--- src/rtl/pc_sequencer.sv ---
// pc_sequencer: XM23 front-end fetch address generator with return-address stack.
// Picks true_pc from init / fast-decode / branch revert / link-back and drives bubbles + flush.
//
// Ports:
//   clk, rst         clock, synchronous active-high reset
//   init, pc_init    hold-and-load of the start address
//   pc_next          sequential / predicted next PC from fast decode
//   lbpc             revert target when branch_fail
//   lr               link-back target when the RAS is empty
//   branch_fail      last predicted branch was wrong
//   link_back        return request
//   call_push        push ret_addr onto the RAS
//   ret_addr         return address to push
//   stall_in         any bit freezes the PC in run phase
//   true_pc          registered fetch address
//   decode_disable   bubble counter non-zero
//   redirect         registered one-cycle flush pulse
//   ras_empty        RAS count is zero
//   ras_full         RAS count is RAS_DEPTH
//   ras_overflow     sticky: push while full
module pc_sequencer #(
  parameter int ADDR_W       = 16,
  parameter int STALL_W      = 8,
  parameter int INIT_BUBBLES = 2,
  parameter int RAS_DEPTH    = 4
) (
  input  logic              clk,
  input  logic              rst,
  input  logic              init,
  input  logic [ADDR_W-1:0] pc_init,
  input  logic [ADDR_W-1:0] pc_next,
  input  logic [ADDR_W-1:0] lbpc,
  input  logic [ADDR_W-1:0] lr,
  input  logic              branch_fail,
  input  logic              link_back,
  input  logic              call_push,
  input  logic [ADDR_W-1:0] ret_addr,
  input  logic [STALL_W-1:0] stall_in,
  output logic [ADDR_W-1:0] true_pc,
  output logic              decode_disable,
  output logic              redirect,
  output logic              ras_empty,
  output logic              ras_full,
  output logic              ras_overflow
);

  localparam int PTR_W = $clog2(RAS_DEPTH);
  localparam int CNT_W = PTR_W + 1;
  localparam logic [3:0] BUB_LOAD = 4'(INIT_BUBBLES);
  localparam logic [3:0] BUB_ONE = 4'd1;
  localparam logic [CNT_W-1:0] CNT_MAX = CNT_W'(RAS_DEPTH);
  localparam logic [CNT_W-1:0] CNT_ONE = CNT_W'(1);
  localparam logic [PTR_W-1:0] PTR_ONE = PTR_W'(1);

  logic [ADDR_W-1:0] pc_q, pc_d;
  logic [3:0]        bub_q, bub_d;
  logic [CNT_W-1:0]  cnt_q, cnt_d;
  logic [PTR_W-1:0]  head_q, head_d;
  logic              rd_q, rd_d;
  logic              ovf_q, ovf_d;
  logic              push_en;

  logic [ADDR_W-1:0] ras_mem [RAS_DEPTH];

  // head_q is the next free slot; the top entry sits just below it.
  logic [PTR_W-1:0]  top_idx;
  logic [ADDR_W-1:0] ras_top;

  logic in_bub;
  logic run_ok;
  logic hold;
  logic take_bf;
  logic take_lb;
  logic take_nx;

  assign top_idx = head_q - PTR_ONE;
  assign ras_top = ras_mem[top_idx];

  assign ras_empty = (cnt_q == '0);
  assign ras_full  = (cnt_q == CNT_MAX);

  assign in_bub  = ~init & (bub_q != '0);
  assign run_ok  = ~init & (bub_q == '0);
  assign hold    = |stall_in;
  assign take_bf = run_ok & ~hold & branch_fail;
  assign take_lb = run_ok & ~hold & ~branch_fail & link_back;
  assign take_nx = run_ok & ~hold & ~branch_fail & ~link_back;

  always_comb begin
    pc_d    = pc_q;
    bub_d   = bub_q;
    cnt_d   = cnt_q;
    head_d  = head_q;
    rd_d    = 1'b0;
    ovf_d   = ovf_q;
    push_en = 1'b0;
    unique case (1'b1)
      init: begin
        pc_d   = pc_init;
        bub_d  = BUB_LOAD;
        cnt_d  = '0;
        head_d = '0;
        ovf_d  = 1'b0;
      end
      in_bub: begin
        bub_d = bub_q - BUB_ONE;
      end
      take_bf: begin
        pc_d = lbpc;
        rd_d = 1'b1;
      end
      take_lb: begin
        rd_d = 1'b1;
        if (ras_empty) begin
          pc_d = lr;
        end else begin
          pc_d   = ras_top;
          cnt_d  = cnt_q - CNT_ONE;
          head_d = top_idx;
        end
      end
      take_nx: begin
        pc_d = pc_next;
        if (call_push) begin
          push_en = 1'b1;
          head_d  = head_q + PTR_ONE;
          // When full, the write lands on the oldest slot.
          if (ras_full) ovf_d = 1'b1;
          else          cnt_d = cnt_q + CNT_ONE;
        end
      end
      default: ;
    endcase
  end

  always_ff @(posedge clk) begin
    if (rst) begin
      pc_q   <= '0;
      bub_q  <= BUB_LOAD;
      cnt_q  <= '0;
      head_q <= '0;
      rd_q   <= 1'b0;
      ovf_q  <= 1'b0;
    end else begin
      pc_q   <= pc_d;
      bub_q  <= bub_d;
      cnt_q  <= cnt_d;
      head_q <= head_d;
      rd_q   <= rd_d;
      ovf_q  <= ovf_d;
    end
  end

  always_ff @(posedge clk) begin
    if (!rst && push_en) begin
      ras_mem[head_q] <= ret_addr;
    end
  end

  assign true_pc        = pc_q;
  assign decode_disable = (bub_q != '0);
  assign redirect       = rd_q;
  assign ras_overflow   = ovf_q;

endmodule

--- config.mk ---
export PLATFORM = sky130hd
export DESIGN_NAME = pc_sequencer
export DESIGN_NICKNAME = d
export VERILOG_FILES = /design/src/rtl/pc_sequencer.sv
export SDC_FILE = /design/constraint.sdc
export NUM_CORES = 1
export LEC_CHECK = 0
export CAP_MARGIN = 10
export CORE_MARGIN = 1
export CORE_UTILIZATION = 30
export DETAILED_ROUTE_END_ITERATION = 8
export GPL_TIMING_DRIVEN = 0
export PLACE_DENSITY = 0.61
export RECOVER_POWER = 25
export SLEW_MARGIN = 5
export SYNTH_ARGS = -nofsm -noshare
export SYNTH_HDL_FRONTEND = slang
export SYNTH_SLANG_ARGS = --single-unit
--- constraint.sdc ---
create_clock -name clk -period 4.3 [get_ports clk]
set_input_delay 0.43 -clock clk [delete_from_list [all_inputs] [get_ports clk]]
set_output_delay 0.43 -clock clk [all_outputs]
set_load 0.05 [all_outputs]
# Yosys cells after proc, flatten, opt, wreduce, memory -nomap -nowiden
# Memories as Yosys holds them, arrays and structs flattened.
# Index checks and enable logic that the tools add are counted.
# word_totals
register_bits	27
latchBits	0
mem_bits_rw	64
rom_bits	0
input_bits	94
out_inout_bits	21
elab_cells	60
mem_count	1
# classes
addsub	5
n_mul	0
div	0
magnitude_cmp	0
n_eq_ne	5
n_shift	0
n_mux	18
bitwise_logic	11
reduce_logical	14
# mem_list
name	depth	width	rd	rd_clocked_by_memory_dff	wr	line_no	rtl
ras_mem	4	16	1	0	1	63	logic [ADDR_W-1:0] ras_mem [RAS_DEPTH];
# ops
op	n
$pmux W16 S4	1
$mux W16	1
$mux W3	3
$pmux W3 S3	1
$ne A2 B2 Y1 const B	4
$pmux W4 S2	1
$reduce_bool A4 Y1	2
$reduce_or A8 Y1	1
$and A1 B1 Y1	7
$mux W1	7
$pmux W2 S3	1
$reduce_and A3 Y1	2
$logic_not A4 Y1	1
$mux W2	2
$not A1 Y1	4
$reduce_and A4 Y1	1
$reduce_bool A2 Y1	2
$sub A4 B1 Y4 const B	1
$add A3 B1 Y3 const B	1
$eq A3 B3 Y1 const B	1
$logic_not A3 Y1	1
$reduce_bool A3 Y1	1
$sub A3 B1 Y3 const B	1
$add A2 B1 Y2 const B	1
other kinds (5)	5

# Depth between registers and ports, before layout
# logic_depth
ltp_word	9
ltp_mapped	12
ltp_nobuf	11

# Worst setup path after synthesis
# Ideal clock, no wire load.
# synth_timing
path_type	register to register
start	reg bub_q[0]
end	reg cnt_q[2]
setup_time_ns	0.058
t_arrival_ns	2.849
t_required_ns	4.242
path_slack_ns	1.394
stages_incl_launch_ff	13
n_path_buf	1
synth_period_minus_slack_ns	2.906
path_cell_list	dfxtp_1 > inv_1 > ha_1 > or3b_1 > buf_6 > or4_4 > nor2_1 > nand2_1 > fa_1 > nand2b_1 > and3b_1 > a211oi_1 > mux2_4
# synth_between
elab_chain_cells	7
elab_cells_between_ends	12
cone_classes	3 x eq/ne; 1 x mux; 5 x bitwise; 3 x reduce/logical
# synth_lines
element	line_no	rtl
from (decl)	56	logic [3:0] bub_q, bub_d;
from (signal assigned)	146	bub_q <= bub_d;
$logic_not A4 Y1 (*)	83	assign run_ok = ~init & (bub_q == '0);
$and A1 B1 Y1 (*)	83	
$and A1 B1 Y1 (*) (2 in a row)	86, 87	
$and A1 B1 Y1 (on tied branches)	87, 86	
$ne A2 B2 Y1 (no source line) / $reduce_bool A3 Y1 (equally long branches)	n/a	
$reduce_and A4 Y1 (no source line)	n/a	
to (signal assigned)	147	cnt_q <= cnt_d;
to (decl)	57	logic [CNT_W-1:0] cnt_q, cnt_d;
# Every way passes the cells marked *; elsewhere a longest branch is shown, timed or not.
# A chain may end at the register's enable or synchronous reset.

# Worst setup path after layout
# layout_timing
start	in branch_fail
end	reg cnt_q[2]
# layout_between
elab_chain_cells	5
elab_cells_between_ends	10
cone_classes	3 x eq/ne; 1 x mux; 4 x bitwise; 2 x reduce/logical
# layout_lines
element	line_no	rtl
from (decl)	34	input logic branch_fail,
$not A1 Y1 (*)	86, 87	
$and A1 B1 Y1 (*)	86, 87	
$and A1 B1 Y1 (on tied branches)	87, 86	
$ne A2 B2 Y1 (no source line) / $reduce_bool A3 Y1 (equally long branches)	n/a	
$reduce_and A4 Y1 (no source line)	n/a	
# Marked as above.

==> impl_metrics.env <==
export IMPL_p_clk_share_pct=39.6
export IMPL_crit_end="cnt_q[2]"
export IMPL_hold_class="primary input to flip-flop"
export IMPL_grt_total_usage_pct=15.6
export IMPL_start_util_pct=30.8
export IMPL_cts_hold_buf=0
export IMPL_r2r_cells=7
export IMPL_fin_crit_sh_pct=75.8
export IMPL_combPwrFrac_pct=11.6
export IMPL_synth_cell_type_count=47
export IMPL_synth_area_um2=4080
export IMPL_grt_max_degree=19
export IMPL_drt_iter0_markers=105
export IMPL_grt_first_pass_wirelength_um=16700
export IMPL_status="complete, no violations"
export IMPL_arrival_ps=3550
export IMPL_crit_path_max_fanout=10
export IMPL_final_cells=584
export IMPL_p_leak_nw=1.91
export IMPL_p_total_mw=1.96
export IMPL_setup_violations=0
export IMPL_ant_nets=0
export IMPL_skew_ps=5.76
export IMPL_dp_cells=568
export IMPL_clock_fmax_mhz=307
export IMPL_synth_net_count=382
export IMPL_crit_path_start_kind="primary input"
export IMPL_tightest_slew_ps=958
export IMPL_p_int_mw=1.48
export IMPL_clk_latency_ps=340
export IMPL_grt_pass1_vias=3075
export IMPL_wirelength_um=10500
export IMPL_drc=0
export IMPL_required_ps=4590
export IMPL_clk_pin_slew_ps=70
export IMPL_dp_hpwl_um=7640
export IMPL_firstDrtPassIters=4
export IMPL_fin_setup_tns_ps=0
export IMPL_dieArea_um2=14100
export IMPL_p_sw_share_pct=24.6
export IMPL_post_route_min_period_ps=3260
export IMPL_port_buffers=111
export IMPL_critPathKind="primary input to flip-flop"
export IMPL_synth_seq_cells=91
export IMPL_startpoint="branch_fail"
export IMPL_cts_tree="yes"
export IMPL_r2r_setup_slack_ps=1060
export IMPL_post_cts_resize_count=0
export IMPL_cts_buffers=9
export IMPL_num_antenna_cells=0
export IMPL_synth_main_ff_cell="edfxtp_1"
export IMPL_synth_cells=281
export IMPL_yosysSeqAreaShare_pct=60.3
export IMPL_maxSlewViolCount=0
export IMPL_post_dp_cell_area_um2=5420
export IMPL_vias_per_cell=4.87
export IMPL_ios=115
export IMPL_areaGrowthSynthToFinish_pct=39.7
export IMPL_cellPowerDensity_nw_per_um2=343
export IMPL_postSynth_asyncResetShare_pct=0
export IMPL_synth_warnings=0
export IMPL_overflow=0
export IMPL_ctsRootBufferMaster="clkbuf_16"
export IMPL_hold_violations=0
export IMPL_drive_above_1_share_pct=14.5
export IMPL_cts_sinks=91
export IMPL_synth_edf_count=64
export IMPL_relSlewSlack_pct=36.1
export IMPL_num_vias=2846
export IMPL_place_congestion=0.753
export IMPL_p_switching_mw=0.482
export IMPL_postCtsSetupBuffers=0
export IMPL_r2r_start="bub_q[0]"
export IMPL_cts_max_path_buffers=2
export IMPL_coreArea_um2=13200
export IMPL_fp_dieW_um=119
export IMPL_avgSynthCellArea_um2=14.5
export IMPL_htree_levels=3
export IMPL_pwr_share_seq_pct=48.8
export IMPL_end_kind="flip-flop"
export IMPL_wl_per_cell_um=17.9
export IMPL_fin_area_um2=5710
export IMPL_r2r_end="ras_mem[2][5]"
export IMPL_num_rows=42
export IMPL_antenna_found_initial=0
export IMPL_peakVddDrop_v=0.000176
export IMPL_cap_viol_max_count=0
export IMPL_rsz0062_at_grt="false"
export IMPL_fin_nets=504
export IMPL_die_h_um=119
==> routing by layer <==
layer	track usage, %	wire, um	share of wire, %
met1	18.9	4660	44
met2	27.5	5220	50
met4	4.59	181	1.7
met3	3.62	420	4.0
met5	0	0	0
==> through the flow <==
step           hold slack [ps]  utilization (%)  setup WS [ps]
2_1_floorplan              473                -           1390
3_3_place_gp               473             40.9            722
3_5_place_dp               471             40.9            684
4_1_cts                    306             43.1           1020
5_1_grt                    317             43.1            824
6_report                   316             43.1           1040
==> worst max-delay path, stage by stage <==
cell and delay [ps]:
clkdlybuf4s50_1 460, clkbuf_1 290, nor2_1 650, clkbuf_1 450, nand2_1 130, fa_1 410, nand2b_1 170, and3b_1 180
a211oi_1 200, mux2_4 170
==> synth_stat cells (all sizes together), types with 2 or more instances <==
| master | instances | area, um2 |
|---|---|---|
| and3 | 2 | 13.8 |
| nand2b | 3 | 18.8 |
| o221ai | 15 | 131 |
| dfxtp | 27 | 541 |
| a22o | 17 | 149 |
| ha | 6 | 75.1 |
| buf | 9 | 82.6 |
| xnor2 | 2 | 17.5 |
| nor4 | 3 | 33.8 |
| mux4 | 16 | 360 |
| inv | 8 | 30.0 |
| edfxtp | 64 | 1920 |
| or3 | 3 | 18.8 |
| and2 | 4 | 25.0 |
| o211ai | 2 | 15.0 |
| o21ai | 4 | 20.0 |
| nor3 | 5 | 30.0 |
| a21oi | 18 | 90.1 |
| nand2 | 21 | 78.8 |
| a211oi | 16 | 160 |
| clkinv | 2 | 7.51 |
| or4 | 4 | 41.3 |
| nor2 | 5 | 18.8 |
| clkbuf | 9 | 33.8 |
==> power groups by stage <==
stage                     clock, mW  sequential (mW)  combinational (mW)
after CTS                     0.791            0.955               0.231
after floorplan                   0             1.01              0.0651
after global routing          0.828            0.956               0.243
after detailed placement          0            0.974               0.231
final                         0.776            0.955               0.228
after global placement            0            0.974               0.227
==> state kept, by name, indices dropped and copies added (netlist names) <==
signal and count:
redirect 1, head_q 2, cnt_q 3, true_pc 16
ras_overflow 1, ras_mem 64, bub_q 4
==> layout make-up <==
type | instances | area, um2
buffer | 18 | 116
clock buffer | 9 | 225
clock inverter | 7 | 65.1
fill | 1233 | 7540
inverter | 10 | 37.5
multi-input combinational | 162 | 1470
sequential | 91 | 2460
tap | 176 | 220
timing repair buffer | 111 | 1110
==> worst min path at each step <==
stage	from	to	slack, ps	depth (start not counted)
floorplan	bub_q[1]	bub_q[1]	470	2
global route	rst	redirect	320	2
detailed placement	ras_overflow	ras_overflow	470	1
CTS	rst	bub_q[3]	310	2
finish	rst	bub_q[3]	320	2
global placement	ras_overflow	ras_overflow	470	1
==> cells in the final DEF, fill, tap and decap left out, drive strengths merged, types with 4 or more instances in the layout <==
master / instances
a211oi: 16
a21oi: 18
a22o: 17
and2: 4
buf: 9
clkbuf: 18
clkdlybuf4s50: 100
dfxtp: 27
dlygate4sd3: 11
edfxtp: 64
ha: 6
inv: 14
mux4: 16
nand2: 21
nor2: 5
nor3: 5
o21ai: 4
o221ai: 15
or4: 4
==> kinds of logic after synthesis <==
group           after synthesis  synth area share (%)
flops                        91                  60.3
compound gates               79                  15.7
simple gates                 55                  7.78
buf+inv                      28                  3.77
mux                          18                  9.44
fa+ha+maj                     7                  2.33
xor+xnor                      3                 0.643
Power figures use the tool's default switching activity.
